### src/rtl/lpf_pkg.sv
// Shared state encoding, frame constants and helpers for the nibble-serial LPF companion.
package lpf_pkg;

  localparam int LPF_CAL_CYCLES = 16;
  localparam int FRAME_LEN      = LPF_CAL_CYCLES + 4;
  localparam int NIB_W          = 4;
  localparam int SMP_W          = 8;

  typedef enum logic [2:0] {
    ST_RST,
    ST_WAIT,
    ST_LO,
    ST_HI,
    ST_CAL,
    ST_OUT
  } lpf_state_e;

  function automatic logic [7:0] sat_inc8(input logic [7:0] v);
    return (v == 8'hFF) ? v : v + 8'd1;
  endfunction

endpackage

### src/rtl/lpf_tx_fifo.sv
// Synchronous sample FIFO, power-of-two depth; storage is not reset, only pointers and count.
module lpf_tx_fifo
  import lpf_pkg::*;
#(
  parameter int DATA_W = SMP_W,
  parameter int DEPTH  = 4
) (
  input  logic              clk,
  input  logic              reset,
  input  logic              push_i,
  input  logic [DATA_W-1:0] wdata_i,
  input  logic              pop_i,
  output logic [DATA_W-1:0] rdata_o,
  output logic              full_o,
  output logic              empty_o
);

  localparam int AW = (DEPTH > 1) ? $clog2(DEPTH) : 1;

  logic [DATA_W-1:0] mem_q [DEPTH];
  logic [AW-1:0]     wr_ptr_q;
  logic [AW-1:0]     rd_ptr_q;
  logic [AW:0]       count_q;
  logic [AW:0]       count_d;
  logic              do_push;
  logic              do_pop;

  assign full_o  = (count_q == (AW+1)'(DEPTH));
  assign empty_o = (count_q == '0);
  assign do_push = push_i && !full_o;
  assign do_pop  = pop_i && !empty_o;
  assign rdata_o = mem_q[rd_ptr_q];

  always_comb begin
    count_d = count_q;
    case ({do_push, do_pop})
      2'b10:   count_d = count_q + (AW+1)'(1);
      2'b01:   count_d = count_q - (AW+1)'(1);
      default: count_d = count_q;
    endcase
  end

  always_ff @(posedge clk or posedge reset) begin
    if (reset) begin
      wr_ptr_q <= '0;
      rd_ptr_q <= '0;
      count_q  <= '0;
    end else begin
      if (do_push) wr_ptr_q <= wr_ptr_q + AW'(1);
      if (do_pop)  rd_ptr_q <= rd_ptr_q + AW'(1);
      count_q <= count_d;
    end
  end

  always_ff @(posedge clk) begin
    if (do_push) mem_q[wr_ptr_q] <= wdata_i;
  end

endmodule

### src/rtl/lpf_nibble_tx.sv
// Feeds buffered samples to the LPF as lo/hi nibbles on its fixed frame and captures y.
// Optional LPF_TX_STATS_EN adds frame_cnt / underrun_cnt outputs.
module lpf_nibble_tx
  import lpf_pkg::*;
#(
  parameter int FIFO_DEPTH = 4,
  parameter int CAL_CYCLES = LPF_CAL_CYCLES
) (
  input  logic       clk,
  input  logic       reset,
  input  logic [7:0] s_data,
  input  logic       s_valid,
  output logic       s_ready,
  output logic [3:0] x_half,
  input  logic [7:0] y,
  output logic [7:0] m_y,
  output logic       m_y_valid,
  output logic       m_y_fill,
  output logic       underrun
`ifdef LPF_TX_STATS_EN
  ,
  output logic [15:0] frame_cnt,
  output logic [7:0]  underrun_cnt
`endif
);

  localparam int CNT_W = (CAL_CYCLES > 1) ? $clog2(CAL_CYCLES) : 1;
  localparam logic [CNT_W-1:0] CNT_LAST = CNT_W'(CAL_CYCLES - 1);

  lpf_state_e       state_q;
  logic [CNT_W-1:0] cnt_q;
  logic [SMP_W-1:0] hold_q;
  logic             fill_q;
  logic [NIB_W-1:0] x_half_q;
  logic [SMP_W-1:0] m_y_q;
  logic             m_y_valid_q;
  logic             m_y_fill_q;
  logic             underrun_q;

  logic             fifo_full;
  logic             fifo_empty;
  logic [SMP_W-1:0] fifo_head;
  logic             push;
  logic             pop;

  // Ready is forced low while reset is held so nothing is accepted into a clearing buffer.
  assign s_ready = !fifo_full && !reset;
  assign push    = s_valid && s_ready;
  assign pop     = (state_q == ST_WAIT) && !fifo_empty;

  lpf_tx_fifo #(
    .DATA_W(SMP_W),
    .DEPTH (FIFO_DEPTH)
  ) u_fifo (
    .clk    (clk),
    .reset  (reset),
    .push_i (push),
    .wdata_i(s_data),
    .pop_i  (pop),
    .rdata_o(fifo_head),
    .full_o (fifo_full),
    .empty_o(fifo_empty)
  );

  // One state per LPF cycle; the schedule never stalls so alignment depends only on reset release.
  always_ff @(posedge clk or posedge reset) begin
    if (reset) begin
      state_q     <= ST_RST;
      cnt_q       <= '0;
      hold_q      <= '0;
      fill_q      <= 1'b0;
      x_half_q    <= '0;
      m_y_q       <= '0;
      m_y_valid_q <= 1'b0;
      m_y_fill_q  <= 1'b0;
      underrun_q  <= 1'b0;
    end else begin
      x_half_q    <= '0;
      m_y_valid_q <= 1'b0;
      underrun_q  <= 1'b0;
      case (state_q)
        ST_RST: begin
          state_q <= ST_WAIT;
        end
        ST_WAIT: begin
          state_q <= ST_LO;
          if (!fifo_empty) begin
            hold_q   <= fifo_head;
            x_half_q <= fifo_head[NIB_W-1:0];
            fill_q   <= 1'b0;
          end else begin
            hold_q     <= '0;
            fill_q     <= 1'b1;
            underrun_q <= 1'b1;
          end
        end
        ST_LO: begin
          state_q  <= ST_HI;
          x_half_q <= hold_q[SMP_W-1:NIB_W];
        end
        ST_HI: begin
          state_q <= ST_CAL;
          cnt_q   <= '0;
        end
        ST_CAL: begin
          if (cnt_q == CNT_LAST) state_q <= ST_OUT;
          else                   cnt_q   <= cnt_q + CNT_W'(1);
        end
        ST_OUT: begin
          state_q     <= ST_WAIT;
          m_y_q       <= y;
          m_y_valid_q <= 1'b1;
          m_y_fill_q  <= fill_q;
        end
        default: begin
          state_q <= ST_RST;
        end
      endcase
    end
  end

  assign x_half    = x_half_q;
  assign m_y       = m_y_q;
  assign m_y_valid = m_y_valid_q;
  assign m_y_fill  = m_y_fill_q;
  assign underrun  = underrun_q;

`ifdef LPF_TX_STATS_EN
  logic [15:0] frame_cnt_q;
  logic [7:0]  underrun_cnt_q;

  // Counters advance on the same edges that raise m_y_valid and underrun.
  always_ff @(posedge clk or posedge reset) begin
    if (reset) begin
      frame_cnt_q    <= '0;
      underrun_cnt_q <= '0;
    end else begin
      if (state_q == ST_OUT) frame_cnt_q <= frame_cnt_q + 16'd1;
      if ((state_q == ST_WAIT) && fifo_empty) underrun_cnt_q <= sat_inc8(underrun_cnt_q);
    end
  end

  assign frame_cnt    = frame_cnt_q;
  assign underrun_cnt = underrun_cnt_q;
`endif

endmodule
### config.mk
export PLATFORM = sky130hd
export DESIGN_NAME = lpf_nibble_tx
export DESIGN_NICKNAME = d
export VERILOG_FILES = /design/src/rtl/lpf_pkg.sv /design/src/rtl/lpf_tx_fifo.sv /design/src/rtl/lpf_nibble_tx.sv
export SDC_FILE = /design/constraint.sdc
export NUM_CORES = 1
export LEC_CHECK = 0
export BUFFER_PORTS_ARGS = -buffer_cell sky130_fd_sc_hd__buf_4
export CAP_MARGIN = 5
export CORE_MARGIN = 2
export CORE_UTILIZATION = 40
export CTS_BUF_LIST = sky130_fd_sc_hd__clkbuf_4 sky130_fd_sc_hd__clkbuf_8
export DETAILED_ROUTE_END_ITERATION = 8
export MAX_ROUTING_LAYER = met4
export REMOVE_ABC_BUFFERS = 1
export SETUP_SLACK_MARGIN = 0.05
export SLEW_MARGIN = 20
export SYNTH_ARGS = -nofsm -noshare
export SYNTH_HDL_FRONTEND = slang
export SYNTH_HIERARCHICAL = 1
export SYNTH_SLANG_ARGS = --single-unit
### constraint.sdc
create_clock -name clk -period 2.75 [get_ports clk]
set_input_delay 0 -clock clk [delete_from_list [all_inputs] [get_ports clk]]
set_output_delay 0 -clock clk [all_outputs]
set_load 0.01 [all_outputs]
==> flow_metrics.env <==
export IMPL_min_period_ns=2.284
export IMPL_crit_type="register to register"
export IMPL_grt_max_degree=28
export IMPL_drive_above_1_share_pct=32.64
export IMPL_skew_ns=0.009069
export IMPL_clock_latency_ns=0.33
export IMPL_dp_hpwl_um=2967
export IMPL_drtAntennaViolNets=0
export IMPL_syn_inst=179
export IMPL_cpPeakStageDelay_ns=0.50
export IMPL_setup_worst_path_start_class="register"
export IMPL_ir_drop_uv=470.5
export IMPL_drc=0
export IMPL_arrival_ns=2.54
export IMPL_layout_commonest_cell="buf_4"
export IMPL_leakagePower_uw=0.001475
export IMPL_numCtsBuffers=9
export IMPL_clk_pin_slew_ns=0.08
export IMPL_dieArea_mm2=0.007515
export IMPL_firstDrtPassIters=4
export IMPL_hold_class="primary input to asynchronous set/reset pin"
export IMPL_gp_congestion=0.7150
export IMPL_synth_top_area_share_pct=35.13
export IMPL_drtIter0Drc=59
export IMPL_final_cell_mix="buf_4, dfrtp_1, edfxtp_1"
export IMPL_worst_slack_ns=0.4664
export IMPL_grt_pass1_vias=1559
export IMPL_ioPinCount=35
export IMPL_max_cap_violations=0
export IMPL_rows=30
export IMPL_period_share_pct=83.04
export IMPL_p_per_area_mw_per_mm2=826.3
export IMPL_cts_setup_buffers=0
export IMPL_htreeDepth=3
export IMPL_setup_viol_count_final=0
export IMPL_clock_path_buffers=2
export IMPL_hold_slack_ns=0.1643
export IMPL_wl_per_cell_um=13.93
export IMPL_antenna_cells=0
export IMPL_endpoint_kind="register"
export IMPL_synth_area_mm2=0.002735
export IMPL_cts_root_buffer="clkbuf_8"
export IMPL_synth_seq_cells=66
export IMPL_viasPerCell=4.683
export IMPL_crit_required_ns=3.01
export IMPL_final_max_slew_viol_count=0
export IMPL_cp_top_family="simple AND/OR/NAND/NOR gates"
export IMPL_die_width_um=86.69
export IMPL_track_usage_pct=14.08
export IMPL_fin_nets=263
export IMPL_die_h_um=86.69
export IMPL_path_cells="or3b_1 -> nor2_1 -> o31a_2 -> ha_1 -> inv_1 -> fa_1 -> xor2_1 -> nor2_1 -> xor2_1"
export IMPL_cp_slowest_cell="dfrtp_1"
export IMPL_fin_total_pwr_uw=2896
export IMPL_cts_tree="built"
export IMPL_relSlewSlack_pct=36.11
export IMPL_synth_cell_types=36
export IMPL_rsz0062_at_grt="false"
export IMPL_critical_path_buf_inv_count=1
export IMPL_wirelength_um=4487
export IMPL_status="complete, no violations"
export IMPL_grt_antenna_before_repair=0
export IMPL_avgSynthCellArea_um2=15.28
export IMPL_yosys_top_cells_area="edfxtp_1, dfrtp_1, mux4_2, mux2_2, ha_1"
export IMPL_cts_sinks=66
export IMPL_hold_viol=0
export IMPL_vias=1508
export IMPL_core_mm2=0.006719
export IMPL_yosysWarnings=6
export IMPL_yosysTopAreaCell="edfxtp_1"
export IMPL_dp_slack_ns=0.4840
export IMPL_grt_overflow_total=0
export IMPL_synth_seq_area_share_pct=66.24
export IMPL_crit_fanout=10
export IMPL_fillers=578
export IMPL_portBuffers=34
export IMPL_initial_core_util_pct=40.71
export IMPL_setup_tns_ns=0
export IMPL_fmax_mhz=437.9
export IMPL_worst_slew_pin_slew_ns=0.9524
export IMPL_grt_pass1_wl_um=7603
export IMPL_syn2layout_area_growth_pct=28.13
==> what timing repair did <==
action / 4_1_cts / 5_1_grt
endpoints found under the hold margin: 74 / 0
gates resized for setup: 0 / 0
hold buffers: 17 / 0
==> per-stage QoR <==
step	cell area [um^2]	utilization (%)	instances
floorplan	2699	-	173
global placement	3069	45.68	289
detailed placement	3069	45.68	289
CTS	3505	52.16	322
global route	3505	52.16	322
finish	3505	52.16	322
==> layer usage <==
layer | up-vias | global-route usage [%] | part of all wire [%]
li1 | 751 | - | -
met1 | 717 | 17.65 | 47
met2 | 35 | 20.98 | 47
met3 | 5 | 3.905 | 5.1
met4 | 0 | 7.244 | 0.98
met5 | - | - | 0
==> power breakdown <==
part	total, uW	internal, uW	switching [uW]
Clock	1060	694	369
Sequential	1340	1190	151
Combinational	491	287	204
==> worst register-to-register path, stage by stage (launching register included) <==
cell,delay (ns)
dfrtp_1,0.50
or3b_1,0.41
nor2_1,0.10
o31a_2,0.19
ha_1,0.19
inv_1,0.06
fa_1,0.37
xor2_1,0.15
nor2_1,0.10
xor2_1,0.15
==> sequential cells by signal (all words and copies together), names as in the netlist <==
| register | count |
|---|---|
| cnt_q | 4 |
| fill_q | 1 |
| hold_q | 4 |
| m_y | 8 |
| m_y_fill | 1 |
| m_y_valid | 1 |
| state_q | 3 |
| u_fifo/count_q | 3 |
| u_fifo/mem_q | 32 |
| u_fifo/rd_ptr_q | 2 |
| u_fifo/wr_ptr_q | 2 |
| underrun | 1 |
| x_half | 4 |
==> final timing paths <==
path                                  from            endpoint  slack (ns)  cells past startpoint
min in group clk                   s_valid  u_fifo/wr_ptr_q[0]        0.19                      4
max in group asynchronous            reset              m_y[6]        1.97                      3
worst min register to register      fill_q              fill_q        0.48                      1
worst max register to register  state_q[0]   u_fifo/count_q[2]        0.47                      9
worst min-delay path                 reset   u_fifo/count_q[1]        0.16                      3
worst max-delay path            state_q[0]   u_fifo/count_q[2]        0.47                      9
==> cell type report <==
class / count / area, um^2 / area share, %
repair buffers: 53 / 440.4 / 12.57
well taps: 80 / 100.1 / 2.856
flip-flops and latches: 66 / 1812 / 51.70
inverters: 12 / 45.04 / 1.285
clock buffers: 9 / 123.9 / 3.534
clock inverters: 7 / 141.4 / 4.034
multi-input cells: 95 / 842.1 / 24.03
==> Yosys cell counts (all sizes together) <==
cell / number
nand3: 1
nand2: 11
xor2: 4
o21a: 1
o21ai: 7
buf: 4
clkbuf: 2
inv: 12
o221ai: 1
or2: 1
nor2: 11
or3b: 2
ha: 6
and2: 6
dfrtp: 34
a22oi: 4
a21oi: 2
mux2: 10
fa: 1
o31ai: 1
edfxtp: 32
mux4: 8
nor3: 2
a21o: 2
nor3b: 3
nor2b: 3
o31a: 1
mux2i: 3
xnor2: 4
==> cell families (layout without fill, tap and decap cells) <==
group                    Yosys count  count (layout)  share of synthesized area [%]
flip-flops                        66              66                          66.24
AND/OR/NAND/NOR                   40              40                          8.280
multiplexers                      21              21                          11.94
AO/OA/AOI/OAI                     19              19                          4.529
buffers and inverters             18              81                          2.974
XOR/XNOR                           8               8                          2.561
adder cells (fa/ha/maj)            7               7                          3.477
No activity file was read; power rests on OpenSTA's default activity.
